--- config.mk ---
export PLATFORM = sky130hd
export DESIGN_NAME = issue_ctrl
export DESIGN_NICKNAME = d
export VERILOG_FILES = /design/src/rtl/rv_pkg.sv /design/src/rtl/inst_fifo.sv /design/src/rtl/issue_ctrl.sv
export SDC_FILE = /design/constraint.sdc
export NUM_CORES = 1
export LEC_CHECK = 0
export CORE_ASPECT_RATIO = 1.1
export CORE_MARGIN = 1.5
export CORE_UTILIZATION = 45
export DETAILED_ROUTE_END_ITERATION = 16
export PLACE_DENSITY = 0.68
export RECOVER_POWER = 25
export SLEW_MARGIN = 5
export SYNTH_ARGS = -nofsm -noshare
export SYNTH_HDL_FRONTEND = slang
export SYNTH_HIERARCHICAL = 1
export SYNTH_SLANG_ARGS = --single-unit
export TNS_END_PERCENT = 30
--- constraint.sdc ---
create_clock -name clk -period 4.85 [get_ports clk]
set_input_delay 1.455 -clock clk [delete_from_list [all_inputs] [get_ports clk]]
set_output_delay 1.455 -clock clk [all_outputs]
set_load 0.01 [all_outputs]
--- src/rtl/rv_pkg.sv ---
// Shared RV32 encoding constants and issue-controller state type.
// The opcode constants are also consumed by decode so both sides agree on the encoding.
package rv_pkg;

  localparam logic [6:0] OPC_R  = 7'b0110011;
  localparam logic [6:0] OPC_I  = 7'b0010011;
  localparam logic [6:0] OPC_S  = 7'b0100011;
  localparam logic [6:0] OPC_SB = 7'b1100011;
  localparam logic [6:0] OPC_UJ = 7'b1101111;

  localparam int OPC_LSB = 0;
  localparam int OPC_MSB = 6;
  localparam int RD_LSB  = 7;
  localparam int RD_MSB  = 11;
  localparam int RS1_LSB = 15;
  localparam int RS1_MSB = 19;
  localparam int RS2_LSB = 20;
  localparam int RS2_MSB = 24;

  typedef enum logic [1:0] {
    IDLE  = 2'd0,
    ISSUE = 2'd1,
    DRAIN = 2'd2
  } state_e;

  function automatic logic is_writer(input logic [6:0] opc);
    case (opc)
      OPC_R, OPC_I, OPC_UJ: is_writer = 1'b1;
      default:              is_writer = 1'b0;
    endcase
  endfunction

  function automatic logic uses_rs1(input logic [6:0] opc);
    case (opc)
      OPC_R, OPC_I, OPC_S, OPC_SB: uses_rs1 = 1'b1;
      default:                     uses_rs1 = 1'b0;
    endcase
  endfunction

  function automatic logic uses_rs2(input logic [6:0] opc);
    case (opc)
      OPC_R, OPC_S, OPC_SB: uses_rs2 = 1'b1;
      default:              uses_rs2 = 1'b0;
    endcase
  endfunction

endpackage

--- src/rtl/inst_fifo.sv ---
// Instruction FIFO, DEPTH x WIDTH, with synchronous clear and active-low reset.
// DEPTH must be a power of two so the pointers wrap naturally.
module inst_fifo #(
  parameter int DEPTH = 4,
  parameter int WIDTH = 32,
  localparam int CW   = $clog2(DEPTH + 1)
) (
  input  logic             clk,
  input  logic             rst_n,
  input  logic             push,
  input  logic             pop,
  input  logic             clear,
  input  logic [WIDTH-1:0] wdata,
  output logic [WIDTH-1:0] rdata,
  output logic [CW-1:0]    count,
  output logic             full,
  output logic             empty
);

  localparam int PW = $clog2(DEPTH);

  logic [WIDTH-1:0] mem_r [DEPTH];
  logic [PW-1:0]    wr_ptr_r;
  logic [PW-1:0]    rd_ptr_r;
  logic [CW-1:0]    count_r;

  // Storage, pointers and occupancy; clear wins over push/pop.
  always_ff @(posedge clk) begin
    if (!rst_n) begin
      wr_ptr_r <= '0;
      rd_ptr_r <= '0;
      count_r  <= '0;
      for (int i = 0; i < DEPTH; i++) mem_r[i] <= '0;
    end else if (clear) begin
      wr_ptr_r <= '0;
      rd_ptr_r <= '0;
      count_r  <= '0;
    end else begin
      if (push) begin
        mem_r[wr_ptr_r] <= wdata;
        wr_ptr_r        <= wr_ptr_r + PW'(1);
      end
      if (pop) rd_ptr_r <= rd_ptr_r + PW'(1);
      case ({push, pop})
        2'b10:   count_r <= count_r + CW'(1);
        2'b01:   count_r <= count_r - CW'(1);
        default: count_r <= count_r;
      endcase
    end
  end

  assign rdata = mem_r[rd_ptr_r];
  assign count = count_r;
  assign full  = (count_r == CW'(DEPTH));
  assign empty = (count_r == CW'(0));

endmodule

--- src/rtl/issue_ctrl.sv ---
// In-order issue controller: buffers instructions, holds the head while it reads a
// register still in flight through decode, and sequences run/drain.
module issue_ctrl
  import rv_pkg::*;
#(
  parameter int DEPTH      = 4,
  parameter int HAZ_WINDOW = 3
) (
  input  logic                         clk,
  input  logic                         rst_n,
  input  logic                         in_valid,
  input  logic [31:0]                  in_inst,
  output logic                         in_ready,
  input  logic                         run,
  input  logic                         flush,
  output logic                         start,
  output logic [31:0]                  inst,
  output logic                         stall,
  output logic                         busy,
  output logic                         done,
  output logic [$clog2(DEPTH+1)-1:0]   count,
  output logic [15:0]                  stall_cycles
);

  localparam int CW = $clog2(DEPTH + 1);

  state_e        state_r, next_state_s;
  logic [31:0]   head_s;
  logic [CW-1:0] fifo_count_s;
  logic          fifo_full_s, fifo_empty_s;
  logic          push_s, pop_s, hazard_s, sb_empty_s, issue_state_s, stall_next_s, writer_s, done_s;
  logic [6:0]    head_opc_s;
  logic [4:0]    head_rd_s, head_rs1_s, head_rs2_s;
  logic          sb_valid_r [HAZ_WINDOW];
  logic [4:0]    sb_rd_r    [HAZ_WINDOW];
  logic          start_r, stall_r;
  logic [31:0]   inst_r;
  logic [15:0]   stall_cycles_r;

  assign push_s = in_valid && !fifo_full_s && !flush;

  inst_fifo #(.DEPTH(DEPTH), .WIDTH(32)) u_fifo (
    .clk   (clk),
    .rst_n (rst_n),
    .push  (push_s),
    .pop   (pop_s),
    .clear (flush),
    .wdata (in_inst),
    .rdata (head_s),
    .count (fifo_count_s),
    .full  (fifo_full_s),
    .empty (fifo_empty_s)
  );

  assign head_opc_s = head_s[OPC_MSB:OPC_LSB];
  assign head_rd_s  = head_s[RD_MSB:RD_LSB];
  assign head_rs1_s = head_s[RS1_MSB:RS1_LSB];
  assign head_rs2_s = head_s[RS2_MSB:RS2_LSB];
  assign writer_s   = is_writer(head_opc_s) && (head_rd_s != 5'd0);

  // Head is blocked if any in-flight write targets one of its used, non-x0 sources.
  always_comb begin
    hazard_s   = 1'b0;
    sb_empty_s = 1'b1;
    for (int i = 0; i < HAZ_WINDOW; i++) begin
      hazard_s = hazard_s | (sb_valid_r[i] &&
                 ((uses_rs1(head_opc_s) && (head_rs1_s != 5'd0) && (sb_rd_r[i] == head_rs1_s)) ||
                  (uses_rs2(head_opc_s) && (head_rs2_s != 5'd0) && (sb_rd_r[i] == head_rs2_s))));
      sb_empty_s = sb_empty_s & !sb_valid_r[i];
    end
  end

  assign issue_state_s = (state_r == ISSUE) || (state_r == DRAIN);
  assign pop_s         = issue_state_s && !fifo_empty_s && !hazard_s && !flush;
  assign stall_next_s  = issue_state_s && !fifo_empty_s && hazard_s && !flush;

  // Next-state and drain-completion decode.
  always_comb begin
    next_state_s = state_r;
    done_s       = 1'b0;
    case (state_r)
      IDLE:  next_state_s = run ? ISSUE : IDLE;
      ISSUE: next_state_s = run ? ISSUE : DRAIN;
      DRAIN: begin
        if (run) begin
          next_state_s = ISSUE;
        end else if (fifo_empty_s && sb_empty_s) begin
          next_state_s = IDLE;
          done_s       = 1'b1;
        end else begin
          next_state_s = DRAIN;
        end
      end
      default: next_state_s = IDLE;
    endcase
  end

  // State, scoreboard shift and registered issue outputs.
  always_ff @(posedge clk) begin
    if (!rst_n) begin
      state_r        <= IDLE;
      start_r        <= 1'b0;
      inst_r         <= 32'd0;
      stall_r        <= 1'b0;
      stall_cycles_r <= 16'd0;
      for (int i = 0; i < HAZ_WINDOW; i++) begin
        sb_valid_r[i] <= 1'b0;
        sb_rd_r[i]    <= 5'd0;
      end
    end else begin
      state_r <= next_state_s;
      start_r <= pop_s;
      inst_r  <= pop_s ? head_s : 32'd0;
      stall_r <= stall_next_s;
      if (stall_next_s && (stall_cycles_r != 16'hFFFF)) stall_cycles_r <= stall_cycles_r + 16'd1;
      for (int i = HAZ_WINDOW - 1; i > 0; i--) begin
        sb_valid_r[i] <= sb_valid_r[i-1];
        sb_rd_r[i]    <= sb_rd_r[i-1];
      end
      sb_valid_r[0] <= pop_s && writer_s;
      sb_rd_r[0]    <= head_rd_s;
    end
  end

  assign in_ready     = !fifo_full_s;
  assign count        = fifo_count_s;
  assign start        = start_r;
  assign inst         = inst_r;
  assign stall        = stall_r;
  assign busy         = (state_r != IDLE);
  assign done         = done_s;
  assign stall_cycles = stall_cycles_r;

endmodule

==> flow_metrics.py <==
metrics = {
    "run_status": {
        "status": "finished, violations left",
        "violations": "capacitance limit, slew limit",
    },
    "floorplan": {
        "coreArea_sq_mm": 0.0190,
        "die_h_um": 148,
        "boundaryPins": 93,
        "start_util": 0.457,
        "die_area_sq_mm": 0.0201,
        "die_w_um": 135,
        "rows": 53,
    },
    "worst_setup_path": {
        "worstSetupPathType": "in2out",
        "critPathMostFrequentCell": "clkdlybuf4s50_1",
        "end_kind": "primary output",
        "path_cells": "clkdlybuf4s50_1 > nor3b_1 > clkdlybuf4s50_1",
        "cp.required_ps": 3390,
        "cp-start-kind": "input pin",
        "slowest_delay_ps": 560,
        "arrival_ps": 2660,
        "worstPathMaxFanout": 3,
        "slowest_stage": "clkdlybuf4s50_1",
    },
    "global_routing": {
        "grt_max_degree": 45,
        "grt-ovfl-total": 0,
        "grt_pass1_vias": 5753,
        "grt_pass1_wl_mm": 30.4,
        "antenna_found_initial": 0,
        "grtUsageTotal": 0.196,
    },
    "sta": {
        "rsz0062_at_grt": "no",
        "setup_viol": 0,
        "whs_ps": 497,
        "hold_violations": 0,
        "fin_skew_ps": 11.5,
        "final.setup.tns_ps": 0,
        "period_share": 0.849,
        "fin_ws_ps": 733,
        "slew_violations": 76,
        "min_period_ps": 4120,
        "fmax_mhz": 243,
        "worstMarginPinSlew_ps": 1930,
        "slew_headroom": -0.289,
    },
    "finish": {
        "n_antenna_cell": 0,
        "syn_to_final_growth_pct": 20.6,
        "drive_above_1_share": 0.113,
        "stdcell_area_sq_mm": 0.0104,
        "final_nets": 835,
    },
    "pwr": {
        "p_int_mw": 2.87,
        "p_switching_uw": 824,
        "combPwrFrac": 0.054,
        "seqPwrFrac": 0.525,
        "power_density_mw_per_mm2": 353,
        "p_leak_nw": 4.00,
        "ir_drop_mv": 0.344,
        "swShare": 0.223,
        "total_power_mw": 3.69,
        "clkPwrFrac": 0.421,
    },
    "clocking": {
        "root_buffer": "clkbuf_16",
        "h-tree-depth": 1,
        "cts_buffer_depth": 3,
        "tritoncts": "yes",
        "cts_made_buffers": 21,
        "clk_latency_ps": 500,
        "hold_buffers": 0,
        "cts_resized": 0,
        "cts_post_setup_buffers_inserted": 0,
        "clk_pin_slew_ps": 60,
        "clkSinkCount": 207,
    },
    "routing": {
        "drt_iter0_markers": 319,
        "drt_wl_total_mm": 19.4,
        "antenna_left": 0,
        "via_count": 5709,
        "via_per_inst": 5.43,
        "drc": 0,
        "first_pass_iters": 4,
        "wl_per_cell_um": 18.5,
    },
    "logic_synthesis": {
        "synthCells": 696,
        "synth_edf_count": 128,
        "synth_compound_area_frac": 0.0264,
        "synth_simple_gate_area_frac": 0.173,
        "synth_xor_area_frac": 0.0364,
        "synth-seq-cells": 207,
        "synth_fa_ha_area_frac": 0.0110,
        "yosys_warnings": 6,
        "avgSynthCellArea_sq_um": 12.4,
        "yosysSeqAreaShare": 0.626,
        "synth_top_family_by_area": "simple AND/OR/NAND/NOR gates",
        "synth_nets": 740,
        "synth.area.mux_share": 0.0933,
        "ys.flop_type": "edfxtp_1",
        "ys_types": 46,
        "synthArstFlopShare": 0,
        "synthesis.area_sq_mm": 0.00866,
    },
    "placement": {
        "place_ws_ps": 750,
        "port_buffers": 92,
        "gp_congestion": 0.786,
        "dpl.hpwl_mm": 12.3,
        "place_area_sq_mm": 0.00979,
    },
    "flow_run": {
        "drv_cap": 2,
    },
    "worst_hold_path": {
        "hp-class": "reg2reg",
    },
}
## routing by layer
layer	global-route usage	wire length [um]	vias to the layer above	part of all wire
met4	0.0484	293	0	0.015
met3	0.0259	1080	26	0.055
li1	-	-	2653	-
met2	0.354	10100	177	0.52
met1	0.249	7990	2853	0.41
met5	0	0	-	0
## through the flow
stage | std cells | utilization
floorplan | 696 | -
global route | 1052 | 0.551
CTS | 1052 | 0.551
detailed placement | 1015 | 0.516
finish | 1052 | 0.551
global placement | 1015 | 0.516
## layout make-up
| cell class | count | area [sq um] |
|---|---|---|
| timing repair buffer | 109 | 1030 |
| clock buffer | 22 | 529 |
| inverter | 14 | 52.6 |
| clock inverter | 15 | 139 |
| fill | 1604 | 8520 |
| tap | 247 | 309 |
| multi-input combinational | 438 | 2950 |
| sequential | 207 | 5430 |
## synth_stat cells (all sizes together) (4+ instances only)
master,n,area [sq um]
nand3,19,100
clkbuf,13,51.3
or3,6,40.0
mux4,32,728
a21oi,16,83.8
mux2i,8,80.1
dfxtp,79,1580
nor4,6,37.5
buf,24,184
xor2,24,210
xnor2,12,105
nand2b,9,56.3
o21ai,10,50.1
and3,38,239
ha,6,75.1
and2,20,125
nor3,6,30.0
edfxtp,128,3840
nand4,4,25.0
or4,4,30.0
nand2,56,210
inv,14,52.6
nor2,143,537
## cell usage in the layout, fill, tap and decap left out, types with 4 or more instances in the layout
cell type	netlist	layout
a21oi_1	15	15
and2_0	0	6
and2_1	20	14
and3_1	37	37
buf_4	0	15
clkbuf_1	11	4
clkbuf_16	0	21
clkdlybuf4s50_1	0	37
clkinv_4	0	6
dfxtp_1	79	78
dlygate4sd3_1	0	54
edfxtp_1	128	128
ha_1	6	6
inv_1	14	14
mux2i_1	8	8
mux4_2	30	30
nand2_1	56	56
nand2b_1	9	9
nand3_1	18	18
nand4_1	4	4
nor2_1	143	143
nor3_1	6	6
nor4_1	6	6
o21ai_0	10	10
or3_1	4	4
or4_1	4	4
xnor2_1	12	12
xor2_1	24	24
## registers in the layout, summed over array words and instances, names as in the netlist, named ones only
name / cells
state_r: 2
u_fifo/rd_ptr_r: 2
sb_valid_r: 3
u_fifo/wr_ptr_r: 2
sb_rd_r: 15
u_fifo/mem_r: 128
start: 1
inst: 32
u_fifo/count: 3
stall: 1
stall_cycles: 16
## power groups by stage
| stage | clock (mW) | sequential, mW | combinational (mW) |
|---|---|---|---|
| floorplan | 0 | 1.97 | 0.120 |
| global placement | 0 | 1.97 | 0.196 |
| detailed placement | 0 | 1.98 | 0.200 |
| CTS | 1.59 | 1.94 | 0.201 |
| global route | 1.66 | 1.94 | 0.216 |
| finish | 1.55 | 1.94 | 0.198 |
## kinds of logic after synthesis
kind of cell,count (synthesis)
AND/OR/NAND/NOR,319
flip-flops,207
buffers and inverters,51
multiplexers,40
AO/OA/AOI/OAI,36
XOR/XNOR,36
adder cells (fa/ha/maj),7
## path summary, 6_finish.rpt
check	from	endpoint	slack [ps]	cells after the start
worst min register to register	stall_cycles[4]$_SDFFE_PN0P_	stall_cycles[4]$_SDFFE_PN0P_	500	2
worst max-delay path	run	done	730	3
worst max register to register	register	u_fifo/count[2]$_SDFFE_PP0P_	940	12
worst min-delay path	stall_cycles[4]$_SDFFE_PN0P_	stall_cycles[4]$_SDFFE_PN0P_	500	2
## worst max-delay path: cells and delay by family
family                 cells  cell delay [ps]
buffers and inverters      2             1010
AND/OR/NAND/NOR            1              200
(Power assumes the default switching activity.)
